`config.mk`:
```
export PLATFORM = sky130hd
export DESIGN_NAME = l2_req_arbiter_flat
export DESIGN_NICKNAME = d
export VERILOG_FILES = /design/src/rtl/l2_req_arbiter_pkg.sv /design/src/rtl/l2_req_arbiter_if.sv /design/src/rtl/l2_arb_rr.sv /design/src/rtl/l2_req_arbiter.sv /design/src/flat_wrapper.sv
export SDC_FILE = /design/constraint.sdc
export NUM_CORES = 1
export LEC_CHECK = 0
export CAP_MARGIN = 0
export CORE_UTILIZATION = 40
export DETAILED_ROUTE_END_ITERATION = 12
export PLACE_DENSITY_LB_ADDON = 0.12
export SLEW_MARGIN = 20
export SYNTH_ARGS = -nofsm -noshare
export SYNTH_HDL_FRONTEND = slang
export SYNTH_SLANG_ARGS = --single-unit
```
`constraint.sdc`:
```
create_clock -name clk -period 2.5 [get_ports clk]
set_input_delay 0.5 -clock clk [delete_from_list [all_inputs] [get_ports clk]]
set_output_delay 0.5 -clock clk [all_outputs]
set_load 0.05 [all_outputs]
```
`src/rtl/l2_req_arbiter_pkg.sv`:
```
// l2_req_arbiter_pkg: shared state codes, owner IDs and encodings for the L2 request arbiter
package l2_req_arbiter_pkg;
   typedef enum logic [1:0] {ARB_IDLE, ARB_ISSUE, ARB_WAIT, ARB_DONE} arb_state_t;
   typedef enum logic {OWN_IC = 1'b0, OWN_DC = 1'b1} owner_t;
   localparam logic READ = 1'b0;
   localparam logic WRITE = 1'b1;
   localparam logic ENABLE = 1'b1;
   localparam logic DISABLE = 1'b0;
   localparam logic [7:0] WATCHDOG_MAX = 8'd255;
endpackage

```
`src/rtl/l2_req_arbiter_if.sv`:
```
// l2_req_arbiter_if: L1 requester and L2 controller handshake bundle around the arbiter
interface l2_req_arbiter_if;
   logic ic_req;
   logic [31:0] ic_addr;
   logic dc_req;
   logic [31:0] dc_addr;
   logic dc_rw;
   logic l2_busy;
   logic l2_complete;
   logic l2_req;
   logic [31:0] l2_addr;
   logic l2_rw;
   logic ic_gnt;
   logic dc_gnt;
   logic ic_done;
   logic dc_done;
   logic arb_timeout;
   modport master (
      output ic_req, ic_addr, dc_req, dc_addr, dc_rw, l2_busy, l2_complete,
      input l2_req, l2_addr, l2_rw, ic_gnt, dc_gnt, ic_done, dc_done, arb_timeout
   );
   modport slave (
      input ic_req, ic_addr, dc_req, dc_addr, dc_rw, l2_busy, l2_complete,
      output l2_req, l2_addr, l2_rw, ic_gnt, dc_gnt, ic_done, dc_done, arb_timeout
   );
endinterface

```
`src/rtl/l2_arb_rr.sv`:
```
// l2_arb_rr: 2-way round-robin pick; on a tie the requester not served last wins
module l2_arb_rr import l2_req_arbiter_pkg::*; (
   input logic ic_req,
   input logic dc_req,
   input owner_t last_owner,
   output owner_t owner,
   output logic valid
);
   assign valid = ic_req | dc_req;
   assign owner = (ic_req & dc_req) ? (last_owner == OWN_IC ? OWN_DC : OWN_IC) : (dc_req ? OWN_DC : OWN_IC);
endmodule

```
`src/rtl/l2_req_arbiter.sv`:
```
// l2_req_arbiter: grants one L1 cache at a time to the L2 controller, with a WAIT watchdog
module l2_req_arbiter import l2_req_arbiter_pkg::*; (
   input logic clk,
   input logic rst,
   l2_req_arbiter_if.slave bus
);
   arb_state_t state;
   owner_t owner, last_owner, pick;
   logic pick_valid;
   logic [7:0] wd_cnt;
   l2_arb_rr u_rr (
      .ic_req(bus.ic_req),
      .dc_req(bus.dc_req),
      .last_owner(last_owner),
      .owner(pick),
      .valid(pick_valid)
   );
   always_ff @(posedge clk) begin
      if (!rst) begin
         state <= ARB_IDLE;
         owner <= OWN_IC;
         last_owner <= OWN_DC;
         wd_cnt <= '0;
         bus.l2_req <= DISABLE;
         bus.l2_addr <= '0;
         bus.l2_rw <= READ;
         bus.ic_gnt <= DISABLE;
         bus.dc_gnt <= DISABLE;
         bus.ic_done <= DISABLE;
         bus.dc_done <= DISABLE;
         bus.arb_timeout <= DISABLE;
      end else begin
         case (state)
            ARB_IDLE: if (pick_valid) begin
               state <= ARB_ISSUE;
               owner <= pick;
               bus.l2_req <= ENABLE;
               bus.l2_addr <= pick == OWN_DC ? bus.dc_addr : bus.ic_addr;
               bus.l2_rw <= pick == OWN_DC ? bus.dc_rw : READ;
               bus.ic_gnt <= pick == OWN_IC;
               bus.dc_gnt <= pick == OWN_DC;
            end
            ARB_ISSUE: if (bus.l2_busy) begin
               state <= ARB_WAIT;
               bus.l2_req <= DISABLE;
               wd_cnt <= '0;
            end
            ARB_WAIT: if (bus.l2_complete) begin
               state <= ARB_DONE;
               bus.ic_done <= owner == OWN_IC;
               bus.dc_done <= owner == OWN_DC;
            end else begin
               // watchdog flags on the edge where the count reaches its ceiling; the FSM keeps waiting
               if (wd_cnt != WATCHDOG_MAX) wd_cnt <= wd_cnt + 8'd1;
               if (wd_cnt == WATCHDOG_MAX - 8'd1) bus.arb_timeout <= ENABLE;
            end
            ARB_DONE: begin
               state <= ARB_IDLE;
               last_owner <= owner;
               bus.ic_gnt <= DISABLE;
               bus.dc_gnt <= DISABLE;
               bus.ic_done <= DISABLE;
               bus.dc_done <= DISABLE;
            end
            default: state <= ARB_IDLE;
         endcase
      end
   end
endmodule

```
`src/flat_wrapper.sv`:
```
// flat-port wrapper written by rule: the top's interface ports become plain ports
module l2_req_arbiter_flat import l2_req_arbiter_pkg::*;
  (clk, rst, bus_ic_req, bus_ic_addr, bus_dc_req, bus_dc_addr, bus_dc_rw, bus_l2_busy, bus_l2_complete, bus_l2_req, bus_l2_addr, bus_l2_rw, bus_ic_gnt, bus_dc_gnt, bus_ic_done, bus_dc_done, bus_arb_timeout);
  l2_req_arbiter_if bus_i ();
  input logic clk;
  input logic rst;
  input wire logic [$bits(bus_i.ic_req)-1:0] bus_ic_req;
  input wire logic [$bits(bus_i.ic_addr)-1:0] bus_ic_addr;
  input wire logic [$bits(bus_i.dc_req)-1:0] bus_dc_req;
  input wire logic [$bits(bus_i.dc_addr)-1:0] bus_dc_addr;
  input wire logic [$bits(bus_i.dc_rw)-1:0] bus_dc_rw;
  input wire logic [$bits(bus_i.l2_busy)-1:0] bus_l2_busy;
  input wire logic [$bits(bus_i.l2_complete)-1:0] bus_l2_complete;
  output wire logic [$bits(bus_i.l2_req)-1:0] bus_l2_req;
  output wire logic [$bits(bus_i.l2_addr)-1:0] bus_l2_addr;
  output wire logic [$bits(bus_i.l2_rw)-1:0] bus_l2_rw;
  output wire logic [$bits(bus_i.ic_gnt)-1:0] bus_ic_gnt;
  output wire logic [$bits(bus_i.dc_gnt)-1:0] bus_dc_gnt;
  output wire logic [$bits(bus_i.ic_done)-1:0] bus_ic_done;
  output wire logic [$bits(bus_i.dc_done)-1:0] bus_dc_done;
  output wire logic [$bits(bus_i.arb_timeout)-1:0] bus_arb_timeout;
  assign bus_i.ic_req = bus_ic_req;
  assign bus_i.ic_addr = bus_ic_addr;
  assign bus_i.dc_req = bus_dc_req;
  assign bus_i.dc_addr = bus_dc_addr;
  assign bus_i.dc_rw = bus_dc_rw;
  assign bus_i.l2_busy = bus_l2_busy;
  assign bus_i.l2_complete = bus_l2_complete;
  assign bus_l2_req = bus_i.l2_req;
  assign bus_l2_addr = bus_i.l2_addr;
  assign bus_l2_rw = bus_i.l2_rw;
  assign bus_ic_gnt = bus_i.ic_gnt;
  assign bus_dc_gnt = bus_i.dc_gnt;
  assign bus_ic_done = bus_i.ic_done;
  assign bus_dc_done = bus_i.dc_done;
  assign bus_arb_timeout = bus_i.arb_timeout;
  l2_req_arbiter u_core (.clk(clk), .rst(rst), .bus(bus_i));
endmodule
```
==> flow_summary.html, run 1 <==
<table>
<tr><th>Metric</th><th>Value</th></tr>
<tr><th colspan="2">GRT</th></tr>
<tr><td>Global-route wire length before repair</td><td>9604 µm</td></tr>
<tr><td>Pin count of the biggest net entering global routing</td><td>43</td></tr>
<tr><td>Total routing usage reported by global routing</td><td>0.1938</td></tr>
<tr><td>Initial antenna violation count</td><td>0</td></tr>
<tr><td>Via count of the first global-routing pass</td><td>2113</td></tr>
<tr><td>Gr ovfl total</td><td>0</td></tr>
<tr><th colspan="2">Clocking</th></tr>
<tr><td>Clock tree from TritonCTS</td><td>yes</td></tr>
<tr><td>Worst skew pair latency</td><td>0.30 ns</td></tr>
<tr><td>Largest buffer count on any clock path</td><td>2</td></tr>
<tr><td>Post-cts sizing count</td><td>0</td></tr>
<tr><td>Total CTS buffers</td><td>5</td></tr>
<tr><td>Library cell used as clock root buffer</td><td>sky130_fd_sc_hd__clkbuf_8</td></tr>
<tr><td>Total number of clock tree sinks</td><td>51</td></tr>
<tr><td>Number of setup buffers added after CTS</td><td>0</td></tr>
<tr><td>Hold buffers post-CTS</td><td>0</td></tr>
<tr><td>Worst-path clk slew</td><td>0.09 ns</td></tr>
<tr><td>Number of levels the H-tree was split into</td><td>2</td></tr>
<tr><th colspan="2">Timing</th></tr>
<tr><td>Final worst slack</td><td>0.4923 ns</td></tr>
<tr><td>Clock tree skew after final layout</td><td>0.003541 ns</td></tr>
<tr><td>Fin crit period</td><td>2.008 ns</td></tr>
<tr><td>RSZ-0062 raised after global routing</td><td>no</td></tr>
<tr><td>Share of the clock period used by the worst path</td><td>0.8031</td></tr>
<tr><td>Min Hold Slack</td><td>0.4801 ns</td></tr>
<tr><td>Worst-Margin Slew</td><td>0.6011 ns</td></tr>
<tr><td>Highest achievable clock rate</td><td>498.1 MHz</td></tr>
<tr><td>Setup TNS</td><td>0 ns</td></tr>
<tr><td>Number of hold-slack violations in the final timing report</td><td>0</td></tr>
<tr><td>Number of max-slew violations in the final report</td><td>0</td></tr>
<tr><td>Worst max-slew margin expressed relative to the limit</td><td>0.5950</td></tr>
<tr><td>Final setup fails</td><td>0</td></tr>
<tr><th colspan="2">Drt</th></tr>
<tr><td>Final routed wire length divided by cell count</td><td>13.13 µm</td></tr>
<tr><td>DRC viols</td><td>0</td></tr>
<tr><td>Number of routed nets with antenna violations</td><td>0</td></tr>
<tr><td>Detail-routed via count per cell</td><td>5.027</td></tr>
<tr><td>Final routed wirelength across all metal layers</td><td>5777 µm</td></tr>
<tr><td>Violation count after the first detailed-routing iteration</td><td>80</td></tr>
<tr><td>Via count</td><td>2212</td></tr>
<tr><td>Detailed-routing iteration count for the pre-antenna-repair pass</td><td>4</td></tr>
<tr><th colspan="2">Placement</th></tr>
<tr><td>Worst setup slack before clock tree synthesis</td><td>0.3052 ns</td></tr>
<tr><td>IO buf count</td><td>109</td></tr>
<tr><td>Final HPWL DP</td><td>4322 µm</td></tr>
<tr><td>Final GP Congestion</td><td>0.8160</td></tr>
<tr><th colspan="2">Synthesis</th></tr>
<tr><td>Post-synthesis cell count</td><td>260</td></tr>
<tr><td>Synthesis warning total</td><td>0</td></tr>
<tr><td>Async set-reset flop share out of synthesis</td><td>0</td></tr>
<tr><td>Register bit total from synthesis</td><td>51</td></tr>
<tr><td>Proportion of netlist area held by the largest area contributor</td><td>0.4208</td></tr>
<tr><td>Fraction of the yosys area taken by sequential cells</td><td>0.4208</td></tr>
<tr><td>Leading area contributor after synthesis</td><td>sky130_fd_sc_hd__dfxtp_1</td></tr>
<tr><td>Synthesized area per cell</td><td>9.331 µm²</td></tr>
<tr><td>Syn Nets</td><td>338</td></tr>
<tr><td>Main flop type after synthesis</td><td>sky130_fd_sc_hd__dfxtp_1</td></tr>
<tr><td>Number of distinct library cell variants in the gate-level netlist after synthesis</td><td>40</td></tr>
<tr><td>Synthesized area</td><td>0.002426 mm²</td></tr>
<tr><td>Ranking of synthesized cells by area</td><td>sky130_fd_sc_hd__dfxtp_1, sky130_fd_sc_hd__mux2i_1, sky130_fd_sc_hd__a211oi_1</td></tr>
<tr><td>Count of flip-flops with a built-in enable after synthesis</td><td>0</td></tr>
<tr><th colspan="2">Final layout</th></tr>
<tr><td>Ratio of cells with drive above 1 in the final layout</td><td>0.05205</td></tr>
<tr><td>Final Net Count</td><td>443</td></tr>
<tr><td>Relative area change from synthesis to final layout</td><td>53.12%</td></tr>
<tr><td>Inserted Diodes</td><td>0</td></tr>
<tr><td>Final Core Density</td><td>0.6312</td></tr>
<tr><th colspan="2">Floorplanning</th></tr>
<tr><td>Die Footprint</td><td>0.006381 mm²</td></tr>
<tr><td>Starting utilization of the core area</td><td>0.4122</td></tr>
<tr><td>Die Height</td><td>79.88 µm</td></tr>
<tr><td>Placeable core region</td><td>0.005886 mm²</td></tr>
<tr><td>Row cnt</td><td>28</td></tr>
<tr><td>Num ports</td><td>110</td></tr>
<tr><td>Die extent in x</td><td>79.88 µm</td></tr>
<tr><th colspan="2">Setup path</th></tr>
<tr><td>Maximum net fanout on the critical path</td><td>12</td></tr>
<tr><td>Endpoint of the most critical register-to-register path</td><td>u_core.wd_cnt[3]</td></tr>
<tr><td>Arrival time of the worst setup path</td><td>2.24 ns</td></tr>
<tr><td>Worst r2r src</td><td>u_core.state[0]</td></tr>
<tr><td>Element type at the critical path end</td><td>flip-flop</td></tr>
<tr><td>Required time worst endpoint</td><td>2.73 ns</td></tr>
<tr><td>Crit path launch type</td><td>flip-flop</td></tr>
<tr><td>Length in cells of the worst reg-to-reg path</td><td>6</td></tr>
<tr><td>Cell with the biggest individual delay on the critical path</td><td>sky130_fd_sc_hd__or4_1</td></tr>
<tr><td>Worst R2R Setup Slack</td><td>0.49 ns</td></tr>
<tr><td>Maximum cell stage delay along the critical path</td><td>0.50 ns</td></tr>
<tr><td>Class of the most critical setup path</td><td>flip-flop to flip-flop</td></tr>
<tr><td>Cell-by-cell listing of the critical path</td><td>inv_1, ha_1, nor2_1, a211o_4, or4_1, a21oi_1</td></tr>
<tr><th colspan="2">Hold path</th></tr>
<tr><td>Startpoint of the tightest hold check path</td><td>u_core.wd_cnt[6]</td></tr>
<tr><td>WHS Endpoint</td><td>u_core.wd_cnt[6]</td></tr>
<tr><td>Type of the most critical hold path</td><td>flip-flop to flip-flop</td></tr>
<tr><td>Worst hold path stage count</td><td>1</td></tr>
<tr><th colspan="2">Job</th></tr>
<tr><td>Number of max-cap violations</td><td>0</td></tr>
<tr><th colspan="2">Power and ir drop</th></tr>
<tr><td>Fraction of power consumed by sequential logic</td><td>0.308</td></tr>
<tr><td>Power density over cell area</td><td>1008 mW/mm²</td></tr>
<tr><td>Switching power</td><td>1.643 mW</td></tr>
<tr><td>Part of the total power dissipated in the clock network</td><td>0.146</td></tr>
<tr><td>Internal power summed over all cells</td><td>2.104 mW</td></tr>
<tr><td>Gate power share</td><td>0.546</td></tr>
<tr><td>Total leakage power</td><td>1.375 nW</td></tr>
<tr><td>Proportion of total power due to net switching</td><td>0.4385</td></tr>
<tr><td>Worst IR Drop VDD</td><td>0.0004503 V</td></tr>
<tr><th colspan="2">Status</th></tr>
<tr><td>Outcome</td><td>completed</td></tr>
</table>
layer usage:
layer  global-route usage  part of all wire
met1               0.2267              0.42
met2               0.3222              0.49
met3              0.08229             0.085
met4              0.05357             0.010
met5                    0                 0
critical path, delay by kind of cell, from the launching register on:
family	cells	cell delay (ns)
simple gates	2	0.63
compound gates	2	0.46
fa+ha+maj	1	0.40
flops	1	0.35
buf+inv	1	0.11
placed cells by master (no fill, tap or decap), drive strengths merged, types with 3 or more instances in the layout:
cell type and count:
buf 7, clkbuf 6, o21ai 6, nand2 8, mux2i 37, nand2b 5
nor2 41, nor3 4, nand3 4, a211oi 34, clkdlybuf4s50 109, dfxtp 51
inv 4, and2 3, ha 7, a21oi 9
worst max-delay path by stage:
stage | cells after the start | startpoint | end | slack [ns]
after floorplan | 6 | u_core.state[0] | u_core.wd_cnt[3] | 0.67
after global placement | 5 | bus_l2_busy | u_core.wd_cnt[4] | 0.33
after detailed placement | 5 | bus_l2_busy | u_core.wd_cnt[4] | 0.31
after CTS | 6 | u_core.state[0] | u_core.wd_cnt[3] | 0.50
after global routing | 6 | u_core.state[0] | u_core.wd_cnt[4] | 0.38
final | 6 | u_core.state[0] | u_core.wd_cnt[3] | 0.49
area by class of cell:
| cell class | instances | area (µm²) |
|---|---|---|
| Clock buffer | 6 | 72.57 |
| Clock inverter | 1 | 30.03 |
| Fill cell | 539 | 2171 |
| Inverter | 5 | 18.77 |
| Multi-Input combinational cell | 186 | 1310 |
| Sequential cell | 51 | 1021 |
| Tap cell | 75 | 93.84 |
| Timing Repair Buffer | 116 | 1169 |
Yosys cell counts (3+ instances only):
| cell | number |
|---|---|
| sky130_fd_sc_hd__buf_4 | 4 |
| sky130_fd_sc_hd__buf_2 | 4 |
| sky130_fd_sc_hd__nand2b_1 | 5 |
| sky130_fd_sc_hd__a211oi_1 | 34 |
| sky130_fd_sc_hd__mux2i_1 | 37 |
| sky130_fd_sc_hd__dfxtp_1 | 51 |
| sky130_fd_sc_hd__ha_1 | 7 |
| sky130_fd_sc_hd__and2_1 | 3 |
| sky130_fd_sc_hd__nor2_1 | 41 |
| sky130_fd_sc_hd__a21oi_1 | 9 |
| sky130_fd_sc_hd__nor3_1 | 4 |
| sky130_fd_sc_hd__nand3_1 | 4 |
| sky130_fd_sc_hd__inv_1 | 4 |
| sky130_fd_sc_hd__nand2_1 | 8 |
| sky130_fd_sc_hd__o21ai_0 | 6 |
| sky130_fd_sc_hd__clkbuf_1 | 8 |
flip-flops by register name, indices dropped and copies added, names as in the netlist:
register                flops
u_core.bus.dc_gnt           1
u_core.bus.l2_rw            1
u_core.bus.arb_timeout      1
u_core.last_owner           1
u_core.bus.ic_done          1
u_core.wd_cnt               8
u_core.bus.l2_addr         32
u_core.bus.l2_req           1
u_core.owner                1
u_core.bus.dc_done          1
u_core.state                2
u_core.bus.ic_gnt           1
power groups by stage:
stage               clock network (mW)  logic, mW  registers, mW
finish                           0.546       2.05           1.15
detailed placement                   0       2.05           1.17
global route                     0.602       2.20           1.19
global placement                     0       2.03           1.17
floorplan                            0      0.732           1.81
CTS                              0.567       2.07           1.16
metrics by stage:
stage	total power [mW]	cell area (µm²)	std cells
finish	3.746	3715	440
global route	3.992	3715	440
CTS	3.790	3715	440
detailed placement	3.226	3612	433
global placement	3.202	3612	433
floorplan	2.546	2426	260
cell families after synthesis:
kind of cell | Yosys count | share of synthesized area
simple gates | 78 | 0.1578
fa+ha+maj | 7 | 0.03610
mux | 37 | 0.1527
flops | 51 | 0.4208
buf+inv | 23 | 0.04435
compound gates | 64 | 0.1882
No activity file was read; power rests on OpenSTA's default activity.
==> run 2: changes to the inputs <==
clock period = 1.9 ns   (was 2.5 ns; I/O delays follow)
==> flow_summary.html, run 2 (same netlist as run 1, synthesis figures left out) <==
<table>
<tr><th>Metric</th><th>Value</th></tr>
<tr><th colspan="2">Final layout</th></tr>
<tr><td>Final Core Density</td><td>0.6465</td></tr>
<tr><td>Ratio of cells with drive above 1 in the final layout</td><td>0.1217</td></tr>
<tr><td>Inserted Diodes</td><td>0</td></tr>
<tr><td>Biggest registers after layout</td><td>u_core.bus.l2_addr: 32 flops, u_core.wd_cnt: 8 flops, u_core.state: 2 flops</td></tr>
<tr><td>Flip-flop count of the largest register, all copies and words added</td><td>32</td></tr>
<tr><td>Seq. cell area</td><td>0.001023 mm²</td></tr>
<tr><td>Multi-input gate area in the final layout</td><td>0.001321 mm²</td></tr>
<tr><td>Most frequent cells in the layout</td><td>sky130_fd_sc_hd__clkdlybuf4s50_1, sky130_fd_sc_hd__dfxtp_1, sky130_fd_sc_hd__nor2_1, sky130_fd_sc_hd__mux2i_1, sky130_fd_sc_hd__a211oi_1</td></tr>
<tr><td>Reg with most FFs</td><td>u_core.bus.l2_addr</td></tr>
<tr><td>Final-layout fill cell count</td><td>524</td></tr>
<tr><td>Commonest non-fill, non-tap cell in the layout</td><td>sky130_fd_sc_hd__clkdlybuf4s50_1</td></tr>
<tr><td>Relative area change from synthesis to final layout</td><td>56.83%</td></tr>
<tr><td>Final Net Count</td><td>455</td></tr>
<tr><th colspan="2">GRT</th></tr>
<tr><td>Gr ovfl total</td><td>0</td></tr>
<tr><td>Global-route wire length before repair</td><td>9901 µm</td></tr>
<tr><td>Total routing usage reported by global routing</td><td>0.1969</td></tr>
<tr><td>Initial antenna violation count</td><td>0</td></tr>
<tr><td>Pin count of the biggest net entering global routing</td><td>54</td></tr>
<tr><td>Via count of the first global-routing pass</td><td>2215</td></tr>
<tr><th colspan="2">Clocking</th></tr>
<tr><td>Post-cts sizing count</td><td>1</td></tr>
<tr><td>Worst skew pair latency</td><td>0.30 ns</td></tr>
<tr><td>Hold buffers post-CTS</td><td>0</td></tr>
<tr><td>Largest buffer count on any clock path</td><td>2</td></tr>
<tr><td>Total number of clock tree sinks</td><td>51</td></tr>
<tr><td>Library cell used as clock root buffer</td><td>sky130_fd_sc_hd__clkbuf_8</td></tr>
<tr><td>Clock tree from TritonCTS</td><td>yes</td></tr>
<tr><td>Worst-path clk slew</td><td>0.09 ns</td></tr>
<tr><td>Number of levels the H-tree was split into</td><td>2</td></tr>
<tr><td>Number of setup buffers added after CTS</td><td>0</td></tr>
<tr><td>Total CTS buffers</td><td>5</td></tr>
<tr><th colspan="2">Timing</th></tr>
<tr><td>RSZ-0062 raised after global routing</td><td>no</td></tr>
<tr><td>Worst-Margin Slew</td><td>0.5186 ns</td></tr>
<tr><td>Fin crit period</td><td>1.856 ns</td></tr>
<tr><td>Number of max-slew violations in the final report</td><td>0</td></tr>
<tr><td>Worst max-slew margin expressed relative to the limit</td><td>0.6532</td></tr>
<tr><td>Setup TNS</td><td>0 ns</td></tr>
<tr><td>Number of hold-slack violations in the final timing report</td><td>0</td></tr>
<tr><td>Final setup fails</td><td>0</td></tr>
<tr><td>Clock tree skew after final layout</td><td>0.004163 ns</td></tr>
<tr><td>Highest achievable clock rate</td><td>538.7 MHz</td></tr>
<tr><td>Share of the clock period used by the worst path</td><td>0.9771</td></tr>
<tr><th colspan="2">Setup path</th></tr>
<tr><td>Cell with the biggest individual delay on the critical path</td><td>sky130_fd_sc_hd__clkdlybuf4s50_1</td></tr>
<tr><td>Cell-by-cell listing of the critical path</td><td>clkdlybuf4s50_1</td></tr>
<tr><td>Origin of the worst setup path</td><td>u_core.bus.ic_done</td></tr>
<tr><td>Arrival time of the worst setup path</td><td>1.48 ns</td></tr>
<tr><td>Crit path launch type</td><td>flip-flop</td></tr>
<tr><td>Element type at the critical path end</td><td>primary output</td></tr>
<tr><td>Class of the most critical setup path</td><td>flip-flop to primary output</td></tr>
<tr><td>Length in cells of the worst reg-to-reg path</td><td>6</td></tr>
<tr><td>Cell count along the critical path</td><td>1</td></tr>
<tr><td>Maximum net fanout on the critical path</td><td>3</td></tr>
<tr><td>Cell class contributing the biggest share of worst-path delay</td><td>buffers and inverters</td></tr>
<tr><td>Worst setup endpoint</td><td>bus_ic_done</td></tr>
<tr><td>Required time worst endpoint</td><td>1.52 ns</td></tr>
<tr><td>Maximum cell stage delay along the critical path</td><td>0.81 ns</td></tr>
<tr><td>Endpoint of the most critical register-to-register path</td><td>u_core.wd_cnt[3]</td></tr>
<tr><td>Worst R2R Setup Slack</td><td>0.05 ns</td></tr>
<tr><td>Worst r2r src</td><td>u_core.state[0]</td></tr>
<tr><td>Critical path buffer and inverter count</td><td>1</td></tr>
<tr><th colspan="2">Floorplanning</th></tr>
<tr><td>Placeable core region</td><td>0.005886 mm²</td></tr>
<tr><td>Row cnt</td><td>28</td></tr>
<tr><td>Starting utilization of the core area</td><td>0.4122</td></tr>
<tr><td>Die Height</td><td>79.88 µm</td></tr>
<tr><td>Num ports</td><td>110</td></tr>
<tr><td>Die extent in x</td><td>79.88 µm</td></tr>
<tr><td>Die Footprint</td><td>0.006381 mm²</td></tr>
<tr><th colspan="2">Power and ir drop</th></tr>
<tr><td>Gate power share</td><td>0.565</td></tr>
<tr><td>Power density over cell area</td><td>1290 mW/mm²</td></tr>
<tr><td>Part of the total power dissipated in the clock network</td><td>0.123</td></tr>
<tr><td>Fraction of power consumed by sequential logic</td><td>0.312</td></tr>
<tr><td>Proportion of total power due to net switching</td><td>0.4495</td></tr>
<tr><td>Worst IR Drop VDD</td><td>0.0006794 V</td></tr>
<tr><td>Total leakage power</td><td>1.484 nW</td></tr>
<tr><td>Internal power summed over all cells</td><td>2.703 mW</td></tr>
<tr><td>Switching power</td><td>2.207 mW</td></tr>
<tr><th colspan="2">Drt</th></tr>
<tr><td>Final routed wirelength across all metal layers</td><td>6000 µm</td></tr>
<tr><td>Via count</td><td>2266</td></tr>
<tr><td>Detailed-routing iteration count for the pre-antenna-repair pass</td><td>4</td></tr>
<tr><td>Detail-routed via count per cell</td><td>5.002</td></tr>
<tr><td>Final routed wire length divided by cell count</td><td>13.25 µm</td></tr>
<tr><td>Number of routed nets with antenna violations</td><td>0</td></tr>
<tr><td>DRC viols</td><td>0</td></tr>
<tr><td>Violation count after the first detailed-routing iteration</td><td>105</td></tr>
<tr><th colspan="2">Placement</th></tr>
<tr><td>IO buf count</td><td>109</td></tr>
<tr><td>Final GP Congestion</td><td>0.8365</td></tr>
<tr><td>Final HPWL DP</td><td>4468 µm</td></tr>
<tr><th colspan="2">Status</th></tr>
<tr><td>Outcome</td><td>completed</td></tr>
<tr><th colspan="2">Job</th></tr>
<tr><td>Number of max-cap violations</td><td>0</td></tr>
<tr><th colspan="2">Hold path</th></tr>
<tr><td>Type of the most critical hold path</td><td>flip-flop to flip-flop</td></tr>
</table>
-- run 2: changes by cell type in the layout (fill, tap and decap cells not counted), sizes merged --
cell	before	now
clkinv	1	2
buf	7	28
dlymetal6s2s	0	2
clkdlybuf4s50	109	98
clkbuf	6	7
bufinv	1	0
-- run 2: cell type report --
cell class,count,area share
multi-input combinational,186,0.3473
timing repair buffer,128,0.3328
sequential,51,0.2690
tap,75,0.02466
clock buffer,7,0.02006
inverter,5,0.004933
clock inverter,1,0.001315
-- run 2: worst reg2reg max path: cells and delay by family (launching register included) --
kind | cells | cell delay, ns
and+or+nand+nor | 2 | 0.75
DFF | 1 | 0.37
buffers and inverters | 2 | 0.27
adders and majority gates | 1 | 0.26
AOI/OAI and AO/OA | 1 | 0.15
-- run 2: through the flow --
stage               hold slack, ns  setup slack, ns  cells  cell area, µm²  power (mW)
global route                0.4989         0.003397    453            3805       5.231
finish                      0.4788          0.04358    453            3805       4.910
detailed placement          0.4618          -0.1266    445            3705       4.320
CTS                         0.4750          0.02453    453            3787       4.941
global placement            0.4604         -0.07915    445            3705       4.282
floorplan                   0.4407          0.07260    260            2426       3.349
-- run 2: worst min-delay path by stage --
stage,start,end,cells past startpoint
finish,u_core.wd_cnt[6],u_core.wd_cnt[6],1
global route,u_core.bus.arb_timeout,u_core.bus.arb_timeout,2
CTS,u_core.wd_cnt[6],u_core.wd_cnt[6],1
detailed placement,u_core.wd_cnt[6],u_core.wd_cnt[6],1
global placement,u_core.bus.ic_gnt,u_core.bus.ic_gnt,2
floorplan,u_core.wd_cnt[6],u_core.wd_cnt[6],1
-- run 2: power by group through the flow --
stage	sequential [mW]	clock, mW	combinational (mW)
after floorplan	2.39	0	0.963
after global placement	1.53	0	2.75
after detailed placement	1.55	0	2.77
after CTS	1.53	0.630	2.78
after global routing	1.57	0.667	2.99
final	1.53	0.604	2.77
-- run 2: routing by layer --
| metal | global-route usage | wire length (µm) |
|---|---|---|
| met1 | 0.2301 | 2656 |
| met5 | 0 | 0 |
| met3 | 0.06171 | 399 |
| met4 | 0.06786 | 101 |
| met2 | 0.3376 | 2843 |
==> run 3: changes to the inputs <==
CAP_MARGIN = default   (was 0)
SYNTH_HIERARCHICAL = 1   (was default)
clock period = 1.8 ns   (was 1.9 ns; I/O delays follow)
==> flow_summary.html, run 3 <==
<table>
<tr><th>Metric</th><th>Value</th></tr>
<tr><th colspan="2">Synthesis</th></tr>
<tr><td>Dominant combinational cell family by area after synthesis</td><td>compound AO/OA/AOI/OAI gates</td></tr>
<tr><td>Number of distinct library cell variants in the gate-level netlist after synthesis</td><td>37</td></tr>
<tr><td>Most frequent cell after synthesis</td><td>sky130_fd_sc_hd__dfxtp_1</td></tr>
<tr><td>Area fraction in compound gates after synthesis</td><td>0.1998</td></tr>
<tr><td>Proportion of netlist area held by the largest area contributor</td><td>0.4138</td></tr>
<tr><td>Synthesized area per cell</td><td>9.038 µm²</td></tr>
<tr><td>Leading area contributor after synthesis</td><td>sky130_fd_sc_hd__dfxtp_1</td></tr>
<tr><td>Synthesized area</td><td>0.002467 mm²</td></tr>
<tr><td>Fraction of the yosys area taken by sequential cells</td><td>0.4138</td></tr>
<tr><td>Count of flip-flops with a built-in enable after synthesis</td><td>0</td></tr>
<tr><td>Syn Nets</td><td>351</td></tr>
<tr><td>Main flop type after synthesis</td><td>sky130_fd_sc_hd__dfxtp_1</td></tr>
<tr><td>Post-synthesis cell count</td><td>273</td></tr>
<tr><td>Share of synthesized area spent on multiplexers</td><td>0.1420</td></tr>
<tr><td>Synthesis warning total</td><td>6</td></tr>
<tr><td>Async set-reset flop share out of synthesis</td><td>0</td></tr>
<tr><td>Top post-synthesis cells by count</td><td>sky130_fd_sc_hd__dfxtp_1, sky130_fd_sc_hd__nor2_1, sky130_fd_sc_hd__mux2i_1, sky130_fd_sc_hd__a211oi_1</td></tr>
<tr><td>Xor/xnor share of the synthesized area</td><td>0</td></tr>
<tr><td>Register bit total from synthesis</td><td>51</td></tr>
<tr><td>Ranking of synthesized cells by area</td><td>sky130_fd_sc_hd__dfxtp_1, sky130_fd_sc_hd__mux2i_1, sky130_fd_sc_hd__a211oi_1</td></tr>
<tr><td>Arithmetic-cell share of the synthesized area counting full adders, half adders and majority gates</td><td>0.03550</td></tr>
<tr><td>Post-synthesis simple-gate area fraction</td><td>0.1623</td></tr>
<tr><th colspan="2">Drt</th></tr>
<tr><td>Via count</td><td>2326</td></tr>
<tr><td>Sum of routed wire segments on met1</td><td>2545 µm</td></tr>
<tr><td>Detail-routed via count per cell</td><td>5.057</td></tr>
<tr><td>Number of routed nets with antenna violations</td><td>0</td></tr>
<tr><td>Final routed wire length divided by cell count</td><td>13.18 µm</td></tr>
<tr><td>Max Used Layer</td><td>met4</td></tr>
<tr><td>Violation count after the first detailed-routing iteration</td><td>87</td></tr>
<tr><td>Detailed route wirelength on metal3</td><td>388 µm</td></tr>
<tr><td>Met2 WL post-DR</td><td>3062 µm</td></tr>
<tr><td>Detailed-routing iteration count for the pre-antenna-repair pass</td><td>4</td></tr>
<tr><td>Final routed wirelength across all metal layers</td><td>6061 µm</td></tr>
<tr><td>DRC viols</td><td>0</td></tr>
<tr><th colspan="2">GRT</th></tr>
<tr><td>Initial antenna violation count</td><td>0</td></tr>
<tr><td>Pin count of the biggest net entering global routing</td><td>32</td></tr>
<tr><td>Gr ovfl total</td><td>0</td></tr>
<tr><td>Global-route wire length before repair</td><td>9549 µm</td></tr>
<tr><td>Via count of the first global-routing pass</td><td>2108</td></tr>
<tr><td>Total routing usage reported by global routing</td><td>0.1887</td></tr>
<tr><th colspan="2">Clocking</th></tr>
<tr><td>Number of levels the H-tree was split into</td><td>2</td></tr>
<tr><td>Worst-path clk slew</td><td>0.09 ns</td></tr>
<tr><td>Library cell used as clock root buffer</td><td>sky130_fd_sc_hd__clkbuf_8</td></tr>
<tr><td>Clock tree from TritonCTS</td><td>yes</td></tr>
<tr><td>Total number of clock tree sinks</td><td>51</td></tr>
<tr><td>Largest buffer count on any clock path</td><td>2</td></tr>
<tr><td>Total CTS buffers</td><td>5</td></tr>
<tr><td>Number of setup buffers added after CTS</td><td>0</td></tr>
<tr><td>Worst skew pair latency</td><td>0.30 ns</td></tr>
<tr><th colspan="2">Floorplanning</th></tr>
<tr><td>Starting utilization of the core area</td><td>0.4167</td></tr>
<tr><td>Die extent in x</td><td>80.54 µm</td></tr>
<tr><td>Num ports</td><td>110</td></tr>
<tr><td>Die Height</td><td>80.54 µm</td></tr>
<tr><td>Placeable core region</td><td>0.005921 mm²</td></tr>
<tr><td>Row cnt</td><td>28</td></tr>
<tr><td>Die Footprint</td><td>0.006487 mm²</td></tr>
<tr><th colspan="2">Status</th></tr>
<tr><td>Outcome</td><td>completed</td></tr>
<tr><th colspan="2">Final layout</th></tr>
<tr><td>Final-layout fill cell count</td><td>538</td></tr>
<tr><td>Flip-flop count of the largest register, all copies and words added</td><td>32</td></tr>
<tr><td>Final Core Density</td><td>0.6306</td></tr>
<tr><td>Ratio of cells with drive above 1 in the final layout</td><td>0.1818</td></tr>
<tr><td>Relative area change from synthesis to final layout</td><td>51.32%</td></tr>
<tr><td>Cell area after layout</td><td>0.003734 mm²</td></tr>
<tr><td>Inserted Diodes</td><td>0</td></tr>
<tr><td>Commonest non-fill, non-tap cell in the layout</td><td>sky130_fd_sc_hd__clkdlybuf4s50_1</td></tr>
<tr><td>Reg with most FFs</td><td>u_core/bus.l2_addr</td></tr>
<tr><td>Final Net Count</td><td>462</td></tr>
<tr><td>Most frequent cells in the layout</td><td>sky130_fd_sc_hd__clkdlybuf4s50_1, sky130_fd_sc_hd__buf_4, sky130_fd_sc_hd__dfxtp_1, sky130_fd_sc_hd__nor2_1, sky130_fd_sc_hd__mux2i_1</td></tr>
<tr><td>Biggest registers after layout</td><td>u_core/bus.l2_addr: 32 flops, u_core/wd_cnt: 8 flops, u_core/state: 2 flops</td></tr>
<tr><th colspan="2">Timing</th></tr>
<tr><td>Share of the clock period used by the worst path</td><td>0.9484</td></tr>
<tr><td>Fin crit period</td><td>1.707 ns</td></tr>
<tr><td>RSZ-0062 raised after global routing</td><td>no</td></tr>
<tr><td>Highest achievable clock rate</td><td>585.8 MHz</td></tr>
<tr><td>Final setup fails</td><td>0</td></tr>
<tr><td>Number of hold-slack violations in the final timing report</td><td>0</td></tr>
<tr><td>Worst-Margin Slew</td><td>0.3761 ns</td></tr>
<tr><td>Clock tree skew after final layout</td><td>0.004169 ns</td></tr>
<tr><td>Number of max-slew violations in the final report</td><td>0</td></tr>
<tr><td>Worst max-slew margin expressed relative to the limit</td><td>0.7481</td></tr>
<tr><th colspan="2">Job</th></tr>
<tr><td>Number of max-cap violations</td><td>0</td></tr>
<tr><th colspan="2">Setup path</th></tr>
<tr><td>Maximum net fanout on the critical path</td><td>7</td></tr>
<tr><td>Element type at the critical path end</td><td>flip-flop</td></tr>
<tr><td>Worst r2r src</td><td>u_core/wd_cnt[0]</td></tr>
<tr><td>Crit path launch type</td><td>flip-flop</td></tr>
<tr><td>Class of the most critical setup path</td><td>flip-flop to flip-flop</td></tr>
<tr><td>Required time worst endpoint</td><td>1.99 ns</td></tr>
<tr><td>Origin of the worst setup path</td><td>u_core/wd_cnt[0]</td></tr>
<tr><td>Arrival time of the worst setup path</td><td>1.90 ns</td></tr>
<tr><th colspan="2">Placement</th></tr>
<tr><td>Final GP Congestion</td><td>0.7959</td></tr>
<tr><td>IO buf count</td><td>109</td></tr>
<tr><td>Post-detailed-placement cell area</td><td>0.003645 mm²</td></tr>
<tr><td>Final HPWL DP</td><td>4732 µm</td></tr>
<tr><th colspan="2">Power and ir drop</th></tr>
<tr><td>Power density over cell area</td><td>1329 mW/mm²</td></tr>
<tr><td>Total leakage power</td><td>1.502 nW</td></tr>
<tr><td>Worst IR Drop VDD</td><td>0.0006126 V</td></tr>
<tr><th colspan="2">Hold path</th></tr>
<tr><td>Type of the most critical hold path</td><td>flip-flop to flip-flop</td></tr>
<tr><td>Startpoint of the tightest hold check path</td><td>u_core/bus.l2_rw</td></tr>
</table>
-- run 3: final timing paths --
path / to / slack (ns) / cells after the start
setup reg to reg: u_core/wd_cnt[7] / 0.09 / 5
hold / removal: u_core/bus.l2_rw / 0.46 / 2
setup / recovery: u_core/wd_cnt[7] / 0.09 / 5
hold reg to reg: u_core/bus.l2_rw / 0.46 / 2
-- run 3: area by class of cell --
| cell class | instances | area [µm²] | area share |
|---|---|---|---|
| repair buffers | 125 | 1164 | 0.3117 |
| clock buffers | 6 | 72.57 | 0.01944 |
| multi-input cells | 195 | 1346 | 0.3606 |
| inverters | 6 | 22.52 | 0.006032 |
| well taps | 75 | 93.84 | 0.02513 |
| flip-flops and latches | 51 | 1022 | 0.2738 |
| clock inverters | 2 | 12.51 | 0.003351 |
-- run 3: kinds of logic after synthesis --
group | count (synthesis)
and+or+nand+nor | 85
AOI/OAI and AO/OA | 68
DFF | 51
muxes | 35
buffers and inverters | 27
adders and majority gates | 7
-- run 3: metrics by stage --
stage | setup slack (ns) | power (mW) | hold slack, ns | instances | setup TNS, ns
floorplan | 0.1932 | 3.458 | 0.4418 | 273 | 0
global placement | 0.02134 | 4.311 | 0.4475 | 452 | 0
detailed placement | -0.03996 | 4.359 | 0.4508 | 452 | -0.09249
CTS | 0.005427 | 5.008 | 0.4667 | 460 | 0
global route | 0.01680 | 5.290 | 0.4833 | 460 | 0
finish | 0.09289 | 4.963 | 0.4617 | 460 | 0
-- run 3: routing by layer --
layer / up-vias / GRT usage
li1: 1215 / -
met1: 1037 / 0.2303
met2: 67 / 0.3161
met3: 7 / 0.05341
met4: 0 / 0.06250
met5: - / 0
-- run 3: where the power goes --
part / internal (mW) / switching, mW
registers: 1.42 / 0.166
clock network: 0.272 / 0.367
logic: 1.01 / 1.73
total: 2.70 / 2.26
-- run 3: critical path, stage by stage, from the launching register on --
cell,delay [ns]
sky130_fd_sc_hd__dfxtp_1,0.40
sky130_fd_sc_hd__ha_1,0.27
sky130_fd_sc_hd__nand3_4,0.10
sky130_fd_sc_hd__o211a_4,0.28
sky130_fd_sc_hd__o2111a_1,0.25
sky130_fd_sc_hd__a311o_1,0.31
-- run 3: timing repair --
action,CTS,global route
resized for setup,0,3
setup endpoints to repair,0,8
hold buffers,0,0
